## src/rtl/muldiv_seq.sv

```systemverilog
// rtl/muldiv_seq.sv - iterative MULT/MULTU/DIV/DIVU sequencer into HI/LO
// One bit per cycle: shift-add multiply, restoring divide, then a sign-fix cycle.
module muldiv_seq #(
  parameter int WIDTH = 32
) (
  input  logic             Clk,
  input  logic             Reset,
  input  logic             Start,
  input  logic [1:0]       Op,
  input  logic [WIDTH-1:0] A,
  input  logic [WIDTH-1:0] B,
  output logic             Busy,
  output logic             Done,
  output logic             DivZero,
  output logic [WIDTH-1:0] Hi,
  output logic [WIDTH-1:0] Lo
);

  localparam int CW = $clog2(WIDTH);

  typedef enum logic [1:0] {IDLE, CALC, FIX, DONE} state_t;

  state_t               state, state_nxt;
  logic                 op_div_q;
  logic                 sign_a_q, sign_b_q;
  logic [CW-1:0]        cnt_q;
  logic [WIDTH-1:0]     opd_q;
  logic [2*WIDTH-1:0]   acc_q;

  logic                 a_neg, b_neg, div_zero_start;
  logic [WIDTH-1:0]     a_abs, b_abs;
  logic [WIDTH:0]       mul_sum;
  logic [2*WIDTH-1:0]   mul_next;
  logic [WIDTH:0]       rem_sh, diff;
  logic [2*WIDTH-1:0]   div_next;
  logic                 neg_res;
  logic [2*WIDTH-1:0]   prod_fix;
  logic [WIDTH-1:0]     quot_fix, rem_fix;
  logic [WIDTH-1:0]     fix_hi, fix_lo;

  // Signed ops (Op[0]==0) work on magnitudes; sign is restored in FIX.
  assign a_neg          = ~Op[0] & A[WIDTH-1];
  assign b_neg          = ~Op[0] & B[WIDTH-1];
  assign a_abs          = a_neg ? -A : A;
  assign b_abs          = b_neg ? -B : B;
  assign div_zero_start = Op[1] & (B == '0);

  // acc_q = {running high half, multiplier bits still to consume}
  assign mul_sum  = acc_q[0] ? ({1'b0, acc_q[2*WIDTH-1:WIDTH]} + {1'b0, opd_q})
                             : {1'b0, acc_q[2*WIDTH-1:WIDTH]};
  assign mul_next = {mul_sum, acc_q[WIDTH-1:1]};

  // acc_q = {remainder, quotient}; remainder stays below the divisor.
  assign rem_sh   = acc_q[2*WIDTH-1:WIDTH-1];
  assign diff     = rem_sh - {1'b0, opd_q};
  assign div_next = diff[WIDTH] ? {rem_sh[WIDTH-1:0], acc_q[WIDTH-2:0], 1'b0}
                                : {diff[WIDTH-1:0],   acc_q[WIDTH-2:0], 1'b1};

  assign neg_res  = sign_a_q ^ sign_b_q;
  assign prod_fix = neg_res  ? -acc_q : acc_q;
  assign quot_fix = neg_res  ? -acc_q[WIDTH-1:0] : acc_q[WIDTH-1:0];
  assign rem_fix  = sign_a_q ? -acc_q[2*WIDTH-1:WIDTH] : acc_q[2*WIDTH-1:WIDTH];
  assign fix_hi   = op_div_q ? rem_fix  : prod_fix[2*WIDTH-1:WIDTH];
  assign fix_lo   = op_div_q ? quot_fix : prod_fix[WIDTH-1:0];

  assign Busy = (state == CALC) || (state == FIX);
  assign Done = (state == DONE);

  always_ff @(posedge Clk or posedge Reset) begin
    if (Reset) state <= IDLE;
    else       state <= state_nxt;
  end

  always_comb begin
    state_nxt = state;
    case (state)
      IDLE: if (Start) state_nxt = div_zero_start ? DONE : CALC;
      CALC: if (cnt_q == CW'(WIDTH - 1)) state_nxt = FIX;
      FIX:  state_nxt = DONE;
      DONE: state_nxt = IDLE;
      default: state_nxt = IDLE;
    endcase
  end

  always_ff @(posedge Clk or posedge Reset) begin
    if (Reset) begin
      op_div_q <= 1'b0;
      sign_a_q <= 1'b0;
      sign_b_q <= 1'b0;
      cnt_q    <= '0;
      opd_q    <= '0;
      acc_q    <= '0;
      DivZero  <= 1'b0;
      Hi       <= '0;
      Lo       <= '0;
    end else begin
      case (state)
        IDLE: begin
          if (Start) begin
            op_div_q <= Op[1];
            sign_a_q <= a_neg;
            sign_b_q <= b_neg;
            cnt_q    <= '0;
            DivZero  <= div_zero_start;
            if (Op[1]) begin
              opd_q <= b_abs;
              acc_q <= {{WIDTH{1'b0}}, a_abs};
            end else begin
              opd_q <= a_abs;
              acc_q <= {{WIDTH{1'b0}}, b_abs};
            end
            if (div_zero_start) begin
              Hi <= A;
              Lo <= '1;
            end
          end
        end
        CALC: begin
          acc_q <= op_div_q ? div_next : mul_next;
          cnt_q <= cnt_q + CW'(1);
        end
        FIX: begin
          Hi <= fix_hi;
          Lo <= fix_lo;
        end
        default: ;
      endcase
    end
  end

endmodule

```

## config.mk

```make
export PLATFORM = sky130hd
export DESIGN_NAME = muldiv_seq
export DESIGN_NICKNAME = d
export VERILOG_FILES = /design/src/rtl/muldiv_seq.sv
export SDC_FILE = /design/constraint.sdc
export NUM_CORES = 1
export LEC_CHECK = 0
export BUFFER_PORTS_ARGS = -buffer_cell sky130_fd_sc_hd__clkbuf_2
export CAP_MARGIN = 10
export CORE_MARGIN = 3
export CORE_UTILIZATION = 29
export CTS_BUF_LIST = sky130_fd_sc_hd__clkbuf_16
export CTS_CLUSTER_DIAMETER = 50
export DETAILED_ROUTE_END_ITERATION = 8
export PLACE_DENSITY = 0.52
export SETUP_SLACK_MARGIN = 0.02
export SYNTH_ARGS = -nofsm -noshare
export SYNTH_HDL_FRONTEND = slang
export SYNTH_SLANG_ARGS = --single-unit
```

## constraint.sdc

```tcl
create_clock -name Clk -period 7.8 [get_ports Clk]
set_clock_uncertainty 0.1 [all_clocks]
set_input_delay 1.56 -clock Clk [delete_from_list [all_inputs] [get_ports Clk]]
set_output_delay 1.56 -clock Clk [all_outputs]
set_load 0.01 [all_outputs]
```

==> flow_metrics.tcl <==
set metrics [dict create \
    status "completed" \
    stdcell_count 2625 \
    firstDrtPassIters 5 \
    rows 82 \
    vdd_ir_drop_max_v 0.000199 \
    finalSetupViolations 0 \
    clk_latency_ps 460 \
    setup_tns_ps 0 \
    grtUsageMet2_pct 30.9 \
    cts.sinks 171 \
    min_path_type "reg2reg" \
    clkTransAtPathRegs_ps 80 \
    hold_ws_ps 386 \
    hp-start "Hi[20]$_DFFE_PP0P_" \
    total_power_mw 7.95 \
    cts_tree "done" \
    cp.arrival_ps 5070 \
    syn_area_mm2 0.0150 \
    setup.worst_path.start_class "primary input" \
    drc 0 \
    clockRootBuffer "clkbuf_16" \
    r2r-start "acc_q[32]$_DFFE_PP0P_" \
    final.setup.worst_slack_ps 2980 \
    routed_wl_um 54000 \
    nNetsFinal 2085 \
    dieArea_mm2 0.0543 \
    die_w_um 233 \
    drt_iter0_drc 1337 \
    clockBufferDepth 2 \
    grt-ovfl-total 0 \
    reg2reg_slack_ps 3170 \
    vias 14469 \
    yosysSeqAreaShare_pct 28.6 \
    synthCells 1884 \
    fill_cells 5391 \
    hold_viol 0 \
    synth_edf_count 0 \
    cts_hold_buf 0 \
    pwr_density_cell_mw_per_mm2 473 \
    synthTopCellsByArea "dfrtp_1 29%, a21oi_1 6.7%, ha_1 6.2%, xnor2_1 5.5%, mux2i_1 5.0%" \
    diodes 0 \
    ios 136 \
    drive_above_1_share_pct 12.1 \
    cts_setup_buffers 0 \
    hpwlAfterDp_um 41100 \
    rsz0062_at_grt "false" \
    synth_nets 2029 \
    synth_seq_cells 171 \
    yosys_warnings 0 \
    grt_pass1_vias 13850 \
    via_per_inst 5.51 \
    crit_path_end_kind "flip-flop" \
    cts_buffers 17 \
    dp_cells 2592 \
    grt_max_degree 103 \
    grt_usage_pct 19.8 \
    fin_crit_ps 4820 \
    grtUsageMet1_pct 28.4 \
    crit_required_ps 8040 \
    gp_congestion 0.895 \
    cp_max_fo 44 \
    drv_slew 0 \
    final_util_pct 33.2 \
    stdcell_area_mm2 0.0168 \
    cp-startpoint "B[3]" \
    area_delta_synth_final_pct 12.4 \
    syn_avg_cell_area_um2 7.94 \
    gr-usage-met3_pct 3.38 \
    period_share_pct 61.8 \
    yosysTopAreaCell "dfrtp_1" \
    synth_top_area_share_pct 28.6 \
    antenna_found_initial 0 \
    p_leak_nw 7.09 \
    slew_headroom_pct 11.6 \
    busiest_layer "met2" \
    grt_pass1_wl_um 83800 \
    core_mm2 0.0506 \
    synthArstFlopShare_pct 100 \
    worst_pin_slew_ps 1290 \
    wl_per_cell_um 20.6 \
    synthFlopType "dfrtp_1" \
    crit_type "in2reg" \
    dp_slack_ps 2580 \
    ant_nets 0 \
    yosysUniqueCellTypes 78 \
    fmax_ghz 0.207 \
    die_h_um 233 \
    cts_max_level 4 \
    start_util_pct 29.6 \
    placed_area_mm2 0.0162 \
    drv_cap 0 \
    port_buffers 135 \
    cts_resized 0 \
]
## placed cells by master, fill, tap and decap left out, types with 73 or more instances in the layout
master    count
nand2_1     187
dfrtp_1     170
xor2_1       81
o21ai_1      76
mux2i_1      75
clkbuf_2    134
nor2_1      172
xnor2_1      94
ha_1         73
a21oi_1     197
o21ai_0      91
## cell usage after synthesis (6+ instances only)
master,count
a211oi_1,29
a21o_1,30
a21oi_1,199
a31oi_1,23
a32o_1,6
and2_1,10
buf_1,12
buf_2,8
clkbuf_1,100
dfrtp_1,171
ha_1,74
inv_1,67
mux2_2,24
mux2i_1,75
nand2_1,187
nand2b_1,15
nand3_1,17
nand3b_1,6
nand4_1,8
nor2_1,172
nor2b_1,17
nor3_1,54
nor4_1,14
o211ai_1,19
o21a_1,8
o21ai_0,92
o21ai_1,76
o221ai_1,16
o22a_1,23
o22ai_1,8
o31ai_1,22
o41ai_1,10
or3_1,15
or4_1,15
xnor2_1,94
xor2_1,81
## cell type report
type	count	area [um2]	share of cell area (%)
Timing Repair Buffer	157	841	5.00
Tap cell	672	841	5.00
Sequential cell	171	4280	25.5
Multi-Input combinational cell	1525	9980	59.4
Inverter	68	260	1.55
Clock inverter	15	174	1.03
Clock buffer	17	425	2.53
## worst max-delay path: stages
cell	delay, ps
clkbuf_2	120
nor4_1	480
nand2_1	210
or4_1	650
or2_1	350
nor2_1	370
a21o_1	130
buf_4	410
nand2_1	170
buf_4	300
o22a_1	230
## state kept, by name (all words and copies together), names as in the netlist
name,flops
sign_a_q,1
DivZero,1
sign_b_q,1
acc_q,64
state,2
cnt_q,5
Hi,32
opd_q,32
Lo,32
op_div_q,1
## cell families (layout without fill, tap and decap cells)
kind of cell / after synthesis / after routing / share of synthesized area (%)
and+or+nand+nor: 559 / 559 / 17.3
xor gates and xnor gates: 175 / 175 / 10.3
buffers and inverters: 188 / 257 / 4.79
AOI/OAI and AO/OA: 616 / 616 / 25.7
adders and majority gates: 76 / 76 / 6.46
DFF: 171 / 171 / 28.6
muxes: 99 / 99 / 6.83
## worst paths after layout
path	to	depth (start not counted)
max	Lo[27]$_DFFE_PP0P_	11
max in group asynchronous	op_div_q$_DFFE_PP0P_	3
max reg2reg	acc_q[61]$_DFFE_PP0P_	12
min reg2reg	Hi[20]$_DFFE_PP0P_	2
min in group asynchronous	Lo[3]$_DFFE_PP0P_	2
min	Hi[20]$_DFFE_PP0P_	2
## per-layer routing
metal | up-vias | wire length, um
met1 | 7021 | 25500
met4 | 0 | 1020
met3 | 48 | 3430
met2 | 475 | 24000
li1 | 6925 | -
met5 | - | 0
## power breakdown
| group | total, mW | switching [mW] | internal [mW] |
|---|---|---|---|
| registers | 1.81 | 0.535 | 1.27 |
| logic | 5.23 | 3.15 | 2.08 |
| clock network | 0.915 | 0.410 | 0.504 |
| total | 7.95 | 4.10 | 3.85 |
No activity file was read; power rests on OpenSTA's default activity.
